--- src/rtl/regfile_arb_pkg.sv ---
// Shared types and constants for the register-file port arbiter.
package regfile_arb_pkg;

    localparam int DATA_W_DEF = 24;
    localparam int ADDR_W_DEF = 3;
    localparam int REG_COUNT  = 8;
    localparam int LAST_REG   = 7;

    typedef enum logic {
        INIT,
        RUN
    } state_e;

    typedef enum logic [1:0] {
        GNT_NONE,
        GNT_RD,
        GNT_WR,
        GNT_WR0_RD
    } gnt_e;

endpackage

--- src/rtl/regfile_port_arbiter_if.sv ---
// Requester-side bus of the arbiter: operand-read and writeback handshakes.
interface regfile_port_arbiter_if
    import regfile_arb_pkg::*;
#(
    parameter int DATA_W = DATA_W_DEF,
    parameter int ADDR_W = ADDR_W_DEF
);
    logic              rd_req_valid;
    logic              rd_req_ready;
    logic [ADDR_W-1:0] rd_rs;
    logic [ADDR_W-1:0] rd_rt;
    logic              rd_rsp_valid;
    logic [DATA_W-1:0] rd_rsp_a;
    logic [DATA_W-1:0] rd_rsp_b;
    logic              wr_req_valid;
    logic              wr_req_ready;
    logic [ADDR_W-1:0] wr_rd;
    logic [DATA_W-1:0] wr_data;

    modport master (
        output rd_req_valid, rd_rs, rd_rt, wr_req_valid, wr_rd, wr_data,
        input  rd_req_ready, rd_rsp_valid, rd_rsp_a, rd_rsp_b, wr_req_ready
    );

    modport slave (
        input  rd_req_valid, rd_rs, rd_rt, wr_req_valid, wr_rd, wr_data,
        output rd_req_ready, rd_rsp_valid, rd_rsp_a, rd_rsp_b, wr_req_ready
    );
endinterface

--- src/rtl/regfile_arb_grant.sv ---
// Combinational slot decision between writeback and operand read.
// Build option REGFILE_RAW_PRIO_EN: a write aliasing a pending read's source beats starvation.
module regfile_arb_grant
    import regfile_arb_pkg::*;
#(
    parameter int ADDR_W     = ADDR_W_DEF,
    parameter int STARVE_MAX = 3
) (
    input  state_e            state_i,
    input  logic              rd_valid_i,
    input  logic [ADDR_W-1:0] rd_rs_i,
    input  logic [ADDR_W-1:0] rd_rt_i,
    input  logic              wr_valid_i,
    input  logic [ADDR_W-1:0] wr_rd_i,
    input  logic [3:0]        starve_cnt_i,
    output gnt_e              gnt_o,
    output logic              rd_ready_o,
    output logic              wr_ready_o
);
    logic wr_real;
    logic wr_zero;
    logic starved;
    logic raw_hit;

    assign wr_real = wr_valid_i && (wr_rd_i != '0);
    assign wr_zero = wr_valid_i && (wr_rd_i == '0);
    assign starved = (starve_cnt_i == 4'(STARVE_MAX));

`ifdef REGFILE_RAW_PRIO_EN
    assign raw_hit = (wr_rd_i == rd_rs_i) || (wr_rd_i == rd_rt_i);
`else
    // Read addresses only matter for the hazard check of the other build.
    logic unused_rd_addr;
    assign unused_rd_addr = ^{rd_rs_i, rd_rt_i};
    assign raw_hit        = 1'b0;
`endif

    always_comb begin
        // NOTE: every output gets a default first so no path leaves it unassigned (no latch).
        gnt_o      = GNT_NONE;
        rd_ready_o = 1'b0;
        wr_ready_o = 1'b0;
        if (state_i == RUN) begin
            if (wr_real && !(rd_valid_i && starved && !raw_hit)) begin
                gnt_o = GNT_WR;
            end else if (rd_valid_i) begin
                gnt_o = wr_zero ? GNT_WR0_RD : GNT_RD;
            end
            rd_ready_o = (gnt_o == GNT_RD) || (gnt_o == GNT_WR0_RD);
            // A write to r0 is swallowed without taking the slot.
            wr_ready_o = (gnt_o == GNT_WR) || wr_zero;
        end
    end
endmodule

--- src/rtl/regfile_port_arbiter.sv ---
// Single-slot access controller for the 8 x 24-bit register file; clears r1..r7 after reset.
// Build option REGFILE_RAW_PRIO_EN (see regfile_arb_grant).
module regfile_port_arbiter
    import regfile_arb_pkg::*;
#(
    parameter int DATA_W     = DATA_W_DEF,
    parameter int ADDR_W     = ADDR_W_DEF,
    parameter int STARVE_MAX = 3
) (
    input  logic                   clk,
    input  logic                   rst_n,
    regfile_port_arbiter_if.slave  bus,
    output logic [ADDR_W-1:0]      rf_rs,
    output logic [ADDR_W-1:0]      rf_rt,
    output logic [ADDR_W-1:0]      rf_rd,
    output logic [DATA_W-1:0]      rf_dataIn,
    output logic                   rf_we,
    input  logic [DATA_W-1:0]      rf_dataOutA,
    input  logic [DATA_W-1:0]      rf_dataOutB,
    output logic                   busy
);
    state_e            state_q, state_d;
    logic [ADDR_W-1:0] init_ptr_q, init_ptr_d;
    logic [3:0]        starve_cnt_q, starve_cnt_d;
    logic              rsp_valid_q, rsp_valid_d;

    gnt_e gnt;
    logic rd_ready;
    logic wr_ready;
    logic rd_hs;

    regfile_arb_grant #(
        .ADDR_W     (ADDR_W),
        .STARVE_MAX (STARVE_MAX)
    ) u_grant (
        .state_i      (state_q),
        .rd_valid_i   (bus.rd_req_valid),
        .rd_rs_i      (bus.rd_rs),
        .rd_rt_i      (bus.rd_rt),
        .wr_valid_i   (bus.wr_req_valid),
        .wr_rd_i      (bus.wr_rd),
        .starve_cnt_i (starve_cnt_q),
        .gnt_o        (gnt),
        .rd_ready_o   (rd_ready),
        .wr_ready_o   (wr_ready)
    );

    assign rd_hs = bus.rd_req_valid && rd_ready;

    always_ff @(posedge clk or negedge rst_n) begin
        if (!rst_n) begin
            state_q      <= INIT;
            init_ptr_q   <= ADDR_W'(1);
            starve_cnt_q <= '0;
            rsp_valid_q  <= 1'b0;
        end else begin
            // NOTE: non-blocking so every register samples pre-edge values, independent of order.
            state_q      <= state_d;
            init_ptr_q   <= init_ptr_d;
            starve_cnt_q <= starve_cnt_d;
            rsp_valid_q  <= rsp_valid_d;
        end
    end

    always_comb begin
        state_d      = state_q;
        init_ptr_d   = init_ptr_q;
        starve_cnt_d = starve_cnt_q;
        rsp_valid_d  = rd_hs;
        if (state_q == INIT) begin
            if (init_ptr_q == ADDR_W'(LAST_REG)) begin
                state_d = RUN;
            end else begin
                init_ptr_d = init_ptr_q + ADDR_W'(1);
            end
        end
        if (!bus.rd_req_valid || rd_hs) begin
            starve_cnt_d = '0;
        end else if ((gnt == GNT_WR) && (starve_cnt_q != 4'(STARVE_MAX))) begin
            starve_cnt_d = starve_cnt_q + 4'd1;
        end
    end

    always_comb begin
        rf_we     = 1'b0;
        rf_rs     = bus.rd_rs;
        rf_rt     = bus.rd_rt;
        rf_rd     = bus.wr_rd;
        rf_dataIn = bus.wr_data;
        if (state_q == INIT) begin
            // NOTE: the file has no reset of its own, so its contents are cleared by writing zeros.
            // rf_we is gated by rst_n so the file is never written while reset is held.
            rf_we     = rst_n;
            rf_rd     = init_ptr_q;
            rf_dataIn = '0;
        end else begin
            rf_we = (gnt == GNT_WR);
        end
    end

    assign busy             = (state_q == INIT);
    assign bus.rd_req_ready = rd_ready;
    assign bus.wr_req_ready = wr_ready;
    assign bus.rd_rsp_valid = rsp_valid_q;
    assign bus.rd_rsp_a     = rsp_valid_q ? rf_dataOutA : '0;
    assign bus.rd_rsp_b     = rsp_valid_q ? rf_dataOutB : '0;
endmodule

--- src/flat_wrapper.sv ---
// flat-port wrapper written by rule: the top's interface ports become plain ports
module regfile_port_arbiter_flat import regfile_arb_pkg::*;
#(
    parameter int DATA_W     = DATA_W_DEF,
    parameter int ADDR_W     = ADDR_W_DEF,
    parameter int STARVE_MAX = 3
)
  (clk, rst_n, rf_rs, rf_rt, rf_rd, rf_dataIn, rf_we, rf_dataOutA, rf_dataOutB, busy, bus_rd_req_valid, bus_rd_rs, bus_rd_rt, bus_wr_req_valid, bus_wr_rd, bus_wr_data, bus_rd_req_ready, bus_rd_rsp_valid, bus_rd_rsp_a, bus_rd_rsp_b, bus_wr_req_ready);
  regfile_port_arbiter_if #(.DATA_W(DATA_W), .ADDR_W(ADDR_W)) bus_i ();
  input  logic clk;
  input  logic rst_n;
  output logic [ADDR_W-1:0] rf_rs;
  output logic [ADDR_W-1:0] rf_rt;
  output logic [ADDR_W-1:0] rf_rd;
  output logic [DATA_W-1:0] rf_dataIn;
  output logic rf_we;
  input  logic [DATA_W-1:0] rf_dataOutA;
  input  logic [DATA_W-1:0] rf_dataOutB;
  output logic busy;
  input wire logic [$bits(bus_i.rd_req_valid)-1:0] bus_rd_req_valid;
  input wire logic [$bits(bus_i.rd_rs)-1:0] bus_rd_rs;
  input wire logic [$bits(bus_i.rd_rt)-1:0] bus_rd_rt;
  input wire logic [$bits(bus_i.wr_req_valid)-1:0] bus_wr_req_valid;
  input wire logic [$bits(bus_i.wr_rd)-1:0] bus_wr_rd;
  input wire logic [$bits(bus_i.wr_data)-1:0] bus_wr_data;
  output wire logic [$bits(bus_i.rd_req_ready)-1:0] bus_rd_req_ready;
  output wire logic [$bits(bus_i.rd_rsp_valid)-1:0] bus_rd_rsp_valid;
  output wire logic [$bits(bus_i.rd_rsp_a)-1:0] bus_rd_rsp_a;
  output wire logic [$bits(bus_i.rd_rsp_b)-1:0] bus_rd_rsp_b;
  output wire logic [$bits(bus_i.wr_req_ready)-1:0] bus_wr_req_ready;
  assign bus_i.rd_req_valid = bus_rd_req_valid;
  assign bus_i.rd_rs = bus_rd_rs;
  assign bus_i.rd_rt = bus_rd_rt;
  assign bus_i.wr_req_valid = bus_wr_req_valid;
  assign bus_i.wr_rd = bus_wr_rd;
  assign bus_i.wr_data = bus_wr_data;
  assign bus_rd_req_ready = bus_i.rd_req_ready;
  assign bus_rd_rsp_valid = bus_i.rd_rsp_valid;
  assign bus_rd_rsp_a = bus_i.rd_rsp_a;
  assign bus_rd_rsp_b = bus_i.rd_rsp_b;
  assign bus_wr_req_ready = bus_i.wr_req_ready;
  regfile_port_arbiter #(.DATA_W(DATA_W), .ADDR_W(ADDR_W), .STARVE_MAX(STARVE_MAX)) u_core (.clk(clk), .rst_n(rst_n), .bus(bus_i), .rf_rs(rf_rs), .rf_rt(rf_rt), .rf_rd(rf_rd), .rf_dataIn(rf_dataIn), .rf_we(rf_we), .rf_dataOutA(rf_dataOutA), .rf_dataOutB(rf_dataOutB), .busy(busy));
endmodule
--- config.mk ---
export PLATFORM = sky130hd
export DESIGN_NAME = regfile_port_arbiter_flat
export DESIGN_NICKNAME = d
export VERILOG_FILES = /design/src/rtl/regfile_arb_pkg.sv /design/src/rtl/regfile_port_arbiter_if.sv /design/src/rtl/regfile_arb_grant.sv /design/src/rtl/regfile_port_arbiter.sv /design/src/flat_wrapper.sv
export SDC_FILE = /design/constraint.sdc
export NUM_CORES = 1
export LEC_CHECK = 0
export CAP_MARGIN = 20
export CORE_MARGIN = 1.5
export CORE_UTILIZATION = 22
export CTS_CLUSTER_SIZE = 12
export DETAILED_ROUTE_END_ITERATION = 10
export GPL_ROUTABILITY_DRIVEN = 0
export GPL_TIMING_DRIVEN = 0
export PLACE_DENSITY = 0.83
export SLEW_MARGIN = 15
export SYNTH_ARGS = -nofsm -noshare
export SYNTH_HDL_FRONTEND = slang
export SYNTH_SLANG_ARGS = --single-unit
--- constraint.sdc ---
create_clock -name clk -period 1.9 [get_ports clk]
set_clock_uncertainty 0.05 [all_clocks]
set_input_delay 0.475 -clock clk [delete_from_list [all_inputs] [get_ports clk]]
set_output_delay 0.475 -clock clk [all_outputs]
set_load 0.02 [all_outputs]
==> results.json <==
{
  "crit_type": "flip-flop to output port",
  "vias": 1506,
  "holdCritPathClass": "input pin to asynchronous set/reset pin",
  "drt_iter0_drc": 4,
  "dpl_cell_area_um2": 2760,
  "clk_latency_ps": 230,
  "rr_worst_depth": 4,
  "grt-ovfl-total": 0,
  "slowest_stage": "dfrtp_1",
  "cts_root_buf": "clkbuf_8",
  "hpwl_mm": 3.87,
  "path_cells": "ha_2 -> and4bb_4 -> nor2_4 -> mux2_4 -> buf_6",
  "slew_viol_final": 0,
  "synth.avg_cell_area_um2": 8.09,
  "synth.area.top_cells": "and2_1, dfrtp_1, mux2_2, buf_4, ha_1",
  "synth_cell_types": 27,
  "netlist_area_um2": 1050,
  "grt_max_degree": 11,
  "power_mw": 0.927,
  "synthTopCellsByCount": "and2_1, dfrtp_1, buf_4, clkbuf_1, mux2_2",
  "netlist_instances": 130,
  "path_clk_slew_ps": 40,
  "crit_fanout": 4,
  "synth_most_common_cell": "and2_1",
  "fin_cells": 356,
  "required_ps": 1370,
  "max-slew-margin-rel": 0.706,
  "critical-path-top-delay-family": "flip-flops",
  "drv_cap": 0,
  "syn_nets": 218,
  "worst-path-stages": 5,
  "drive_gt1_frac": 0.313,
  "p_leak_nw": 1.27,
  "synth_edf_count": 0,
  "p_clk_frac": 0.241,
  "hold_viol": 0,
  "synthArstFlopShare": 1.00,
  "grt_pass1_wl_mm": 6.93,
  "crit_buf_inv": 1,
  "period_share": 1.07,
  "multi_input_area_um2": 749,
  "io_buffers": 164,
  "synth_top_area_frac": 0.428,
  "cts_hold_buf": 0,
  "grt_usage": 0.169,
  "core_um2": 4470,
  "die_w_um": 72.2,
  "ys_seq_area_frac": 0.215,
  "cts_buffers": 3,
  "io_pins": 171,
  "die-height_um": 72.2,
  "max_freq_mhz": 493,
  "htree_levels": 1,
  "fin_area_um2": 2670,
  "synth_top_area_cell": "and2_1",
  "rsz0062_at_grt": "true",
  "end_kind": "output port",
  "p_sw_mw": 0.299,
  "dr.pass1.iters": 3,
  "drt.antenna.violating_nets": 0,
  "ys_warn_count": 0,
  "ir_worst_vdd_mv": 0.284,
  "regArea_um2": 228,
  "p_comb_frac": 0.544,
  "violations": "negative setup slack",
  "clockBufferDepth": 2,
  "slowest_delay_ps": 360,
  "rows": 24,
  "final_util": 0.597,
  "routed_via_density": 4.23,
  "swShare": 0.322,
  "cts_tree": "yes",
  "status": "complete, but fails checks",
  "grt_pass1_vias": 1447,
  "syn2layout_area_growth_pct": 154,
  "p_int_mw": 0.628,
  "fillers": 415,
  "period_needed_ps": 2030,
  "nets": 393,
  "cts_sinks": 9,
  "fin_ws_ps": -127,
  "drt-total-wl_mm": 4.60,
  "crit_path_start_kind": "flip-flop",
  "worstPathArrival_ps": 1500,
  "worstMarginPinSlew_ps": 441,
  "antenna_cells": 0,
  "wire_per_inst_um": 12.9,
  "p_per_area_nw_per_um2": 347,
  "pwr-share-seq": 0.215,
  "start_util": 0.235,
  "drc": 0,
  "dp_cells": 346,
  "grt_antenna_before_repair": 0,
  "setup_viol": 3,
  "die-area_um2": 5210,
  "ys_ff_latch": 9,
  "synthFlopType": "dfrtp_1"
}
metrics by stage:
| step | TNS [ps] | hold slack, ps | worst slack [ps] |
|---|---|---|---|
| after detailed placement | -26510 | 448 | -868 |
| after CTS | -193 | 248 | -138 |
| final | -269 | 235 | -127 |
| after floorplan | 0 | 129 | 177 |
| after global routing | -525 | 266 | -198 |
| after global placement | -25900 | 440 | -851 |
cell usage in the layout, fill, tap and decap left out, drive strengths merged, types with 2 or more instances in the layout:
| cell type | n |
|---|---|
| mux2 | 6 |
| clkdlybuf4s15 | 27 |
| ha | 3 |
| clkbuf | 35 |
| clkdlybuf4s50 | 78 |
| dfrtp | 8 |
| nand2 | 4 |
| o31ai | 3 |
| nor2 | 4 |
| dlygate4sd2 | 7 |
| buf | 41 |
| and2 | 72 |
| inv | 2 |
cell families after synthesis:
family	count (synthesis)	synth area share
muxes	6	0.0678
adders and majority gates	3	0.0357
DFF	9	0.215
AOI/OAI and AO/OA	7	0.0737
and+or+nand+nor	86	0.504
xor gates and xnor gates	2	0.0166
buffers and inverters	17	0.0868
registers in the layout, indices dropped and copies added (netlist names):
register	flops
u_core.bus.rd_rsp_valid	1
u_core.starve_cnt_q	4
u_core.state_q	1
u_core.init_ptr_q	3
worst reg2reg max path, stage by stage (launching register included):
cell	delay (ps)
dfrtp_1	390
ha_1	200
ha_1	170
nor2_1	250
mux2_2	370
final cells by class:
| class | count | area share |
|---|---|---|
| Timing Repair Buffer | 170 | 0.544 |
| Multi-Input combinational cell | 104 | 0.281 |
| Sequential cell | 9 | 0.0853 |
| Buffer | 15 | 0.0464 |
| Tap cell | 52 | 0.0244 |
| Clock buffer | 4 | 0.0169 |
| Inverter | 2 | 0.00281 |
path summary, 6_finish.rpt:
kind | start | end | slack [ps]
min in group clk | u_core.starve_cnt_q[1] | u_core.starve_cnt_q[1] | 460
hold / removal | rst_n | u_core.starve_cnt_q[1] | 230
setup / recovery | u_core.starve_cnt_q[1] | rf_we | -130
hold reg to reg | u_core.starve_cnt_q[1] | u_core.starve_cnt_q[1] | 460
setup reg to reg | u_core.init_ptr_q[1] | u_core.init_ptr_q[2] | 350
max in group asynchronous | rst_n | u_core.init_ptr_q[0] | 1230
per-layer routing:
| metal | part of all wire | vias up | GRT usage | wire, um |
|---|---|---|---|---|
| met5 | 0 | - | 0 | 0 |
| met3 | 0.11 | 5 | 0.0542 | 504 |
| met2 | 0.54 | 94 | 0.334 | 2510 |
| met1 | 0.34 | 649 | 0.167 | 1550 |
| li1 | - | 758 | - | - |
| met4 | 0.0096 | 0 | 0.0440 | 44 |
power groups by stage:
stage	clock (mW)	combinational [mW]	sequential, mW
4_1_cts	0.226	0.519	0.199
5_1_grt	0.239	0.539	0.200
3_3_place_gp	0	0.547	0.202
3_5_place_dp	0	0.553	0.202
2_1_floorplan	0	0.206	0.203
6_report	0.224	0.504	0.199
timing repair:
action	4_1_cts	5_1_grt
cloned	0	0
endpoints found under the setup margin	79	64
setup buffers	5	1
gates resized for setup	201	74
pin swaps	3	2
No activity file was read; power rests on OpenSTA's default activity.
==> RTL change: new RTL, config.mk and constraints unchanged <==
Set the package constant `DATA_W_DEF` to 12 (it was 24).
--- a/src/rtl/regfile_arb_pkg.sv
+++ b/src/rtl/regfile_arb_pkg.sv
@@ -2,5 +2,5 @@
 package regfile_arb_pkg;
 
-    localparam int DATA_W_DEF = 24;
+    localparam int DATA_W_DEF = 12;
     localparam int ADDR_W_DEF = 3;
     localparam int REG_COUNT  = 8;
Ports: changed (6 resized); port bits go from 171 to 99. No check against the original RTL was run, so the function may have changed too.
==> RTL change against the original RTL <==
  * The flow still finishes with violations (setup timing)
  * Power is 30% lower
  * Via count is 30% lower
  * Synthesized cell count is 32% lower
  * Design area is 31% lower
  * Routed wire length is 38% lower
  * Setup slack worse by 0.038 ns
  * Synthesized area is 24% lower
  * Count of clock-buffer cells in the layout stayed put
  * Register-to-register slack worse by 0.02 ns
  * Sequential cell count stayed put
  * Critical endpoint unchanged
  * Largest cell class unchanged
==> RTL change: results (changes against the original RTL) <==
stage;metric;value;unit;change
synthesis;yosys-top-cells-count;and2_1, dfrtp_1, buf_4;;
clock_tree;root_buffer;clkbuf_4;;
finish;diodes;0;;unchanged
worst_hold_path;hp-class;in2async;;
clock_tree;insertion_delay;0.26;ns;+0.03 ns
sta;finalSetupViolCount;3;;unchanged
global_route;grt_pass1_vias;1033;;-29%
clock_tree;clock_path_buffers;2;;unchanged
power_and_ir_drop;p_int;0.000448;W;-29%
clock_tree;htreeDepth;1;;unchanged
clock_tree;path_clk_slew;0.06;ns;+0.02 ns
finish;drive_gt1_share;35.3;%;+4.1 points
synthesis;yosysWarnings;0;;unchanged
global_route;grt_max_degree;11;;unchanged
routing;vias;1056;;-30%
synthesis;synth-main-ff-cell;dfrtp_1;;
setup_path;cp_slowest_cell;dfrtp_1;;
clock_tree;cts_buffers;3;;unchanged
placed_design;port_buffers;92;;-44%
setup_path;worst_r2r_path_depth;4;;unchanged
sta;fin_ws;-0.165;ns;-0.0377 ns
finish;nNetsFinal;254;;-35%
power_and_ir_drop;leakage;0.871;nW;-31%
sta;relSlewSlack;69.8;%;-0.84 points
global_route;grt_usage;13.9;%;-3.0 points
sta;slew_violations;0;;unchanged
power_and_ir_drop;ir_worst_vdd;0.266;mV;-6.2%
finish;multi_input_area;528;µm²;-30%
routing;routedWlPerCell;11.5;µm;-11%
setup_path;rrSetupSlack;0.33;ns;-0.02 ns
routing;firstDrtPassIters;4;;+1
setup_path;r2r-end;u_core.init_ptr_q[1]$_DFFE_PN0P_;;
status;status;finished with violations;;
status;violations;setup timing;;
placed_design;hpwl;2150;µm;-44%
global_route;antenna_found_initial;0;;unchanged
routing;first_iter_violations;24;;+20
setup_path;crit_fanout;3;;-1
setup_path;cpPeakStageDelay;0.37;ns;
global_route;grt_pass1_wl;4570;µm;-34%
setup_path;cp.arrival;1.54;ns;+0.04 ns
synthesis;seq_area_frac_synth;28.1;%;+6.6 points
synthesis;synth_fp_nets;141;;-35%
setup_path;cpLargestDelayFamily;flip-flops;;
sta;tns;-0.377;ns;-0.109 ns
synthesis;synthArstFlopShare;100;%;unchanged
finish;top_regs;u_core.starve_cnt_q x4, u_core.init_ptr_q x3;;
finish;n_fill_cell;328;;-21%
synthesis;synthTopCellsByArea;and2_1, dfrtp_1, mux2_2;;
RTL change: kinds of logic (layout without fill, tap and decap cells):
kind of cell             after synthesis  in the layout  synth area share [%]
AO/OA/AOI/OAI                          7              7                  9.64
XOR/XNOR                               2              2                  2.18
adder cells (fa/ha/maj)                3              3                  4.67
buffers and inverters                 12            124                  8.55
flip-flops                             9              9                  28.1
multiplexers                           6              6                  8.86
AND/OR/NAND/NOR                       50             50                  37.9
RTL change: what timing repair did:
action | in CTS | in global routing
cloned | 1 | 0
buffers inserted | 10 | 5
endpoints found under the setup margin | 43 | 30
pin swaps | 2 | 4
gates resized for setup | 118 | 39
RTL change: worst register-to-register path: stages (launching register included):
cell     delay, ns
dfrtp_1       0.41
ha_1          0.20
ha_1          0.18
nor2_1        0.26
mux2_2        0.37
RTL change: final cells by class:
| type | count | area share, % |
|---|---|---|
| Tap cell | 46 | 3.11 |
| Inverter | 2 | 0.406 |
| Buffer | 10 | 3.99 |
| Clock buffer | 4 | 1.42 |
| Multi-Input combinational cell | 68 | 28.6 |
| Timing Repair Buffer | 108 | 50.2 |
| Sequential cell | 9 | 12.3 |
RTL change: worst max-delay path by stage:
stage                                        from               end  slack, ns  cells past startpoint
2_1_floorplan  u_core.starve_cnt_q[0]$_DFFE_PN0P_  bus_rd_req_ready       0.18                      4
6_report       u_core.starve_cnt_q[0]$_DFFE_PN0P_             rf_we      -0.16                      5
3_3_place_gp                     bus_rd_req_valid             rf_we      -0.87                      5
4_1_cts        u_core.starve_cnt_q[0]$_DFFE_PN0P_             rf_we      -0.15                      5
3_5_place_dp                         bus_wr_rd[1]             rf_we      -0.88                      5
5_1_grt        u_core.starve_cnt_q[0]$_DFFE_PN0P_             rf_we      -0.20                      5
RTL change: routing by layer:
| layer | GRT usage [%] | up-vias | routed length [µm] |
|---|---|---|---|
| met5 | 0 | - | 0 |
| met4 | 3.26 | 0 | 30 |
| met3 | 4.29 | 5 | 334 |
| met2 | 26.6 | 69 | 1430 |
| met1 | 14.6 | 469 | 1040 |
| li1 | - | 513 | - |
RTL change: through the flow:
stage / setup WS, ns / hold slack [ns] / power (W) / std cells
6_report: -0.165 / 0.212 / 0.000653 / 247
5_1_grt: -0.205 / 0.239 / 0.000691 / 247
4_1_cts: -0.148 / 0.217 / 0.000651 / 242
3_5_place_dp: -0.882 / 0.447 / 0.000525 / 227
3_3_place_gp: -0.868 / 0.442 / 0.000522 / 227
2_1_floorplan: 0.177 / 0.129 / 0.000327 / 89
RTL change: power groups by stage:
stage	Combinational, W	Clock (W)	Sequential, W
after floorplan	0.000124	0	0.000203
after global placement	0.000319	0	0.000203
after detailed placement	0.000323	0	0.000203
after CTS	0.000298	0.000154	0.000199
after global routing	0.000326	0.000166	0.000199
final	0.000304	0.000150	0.000198
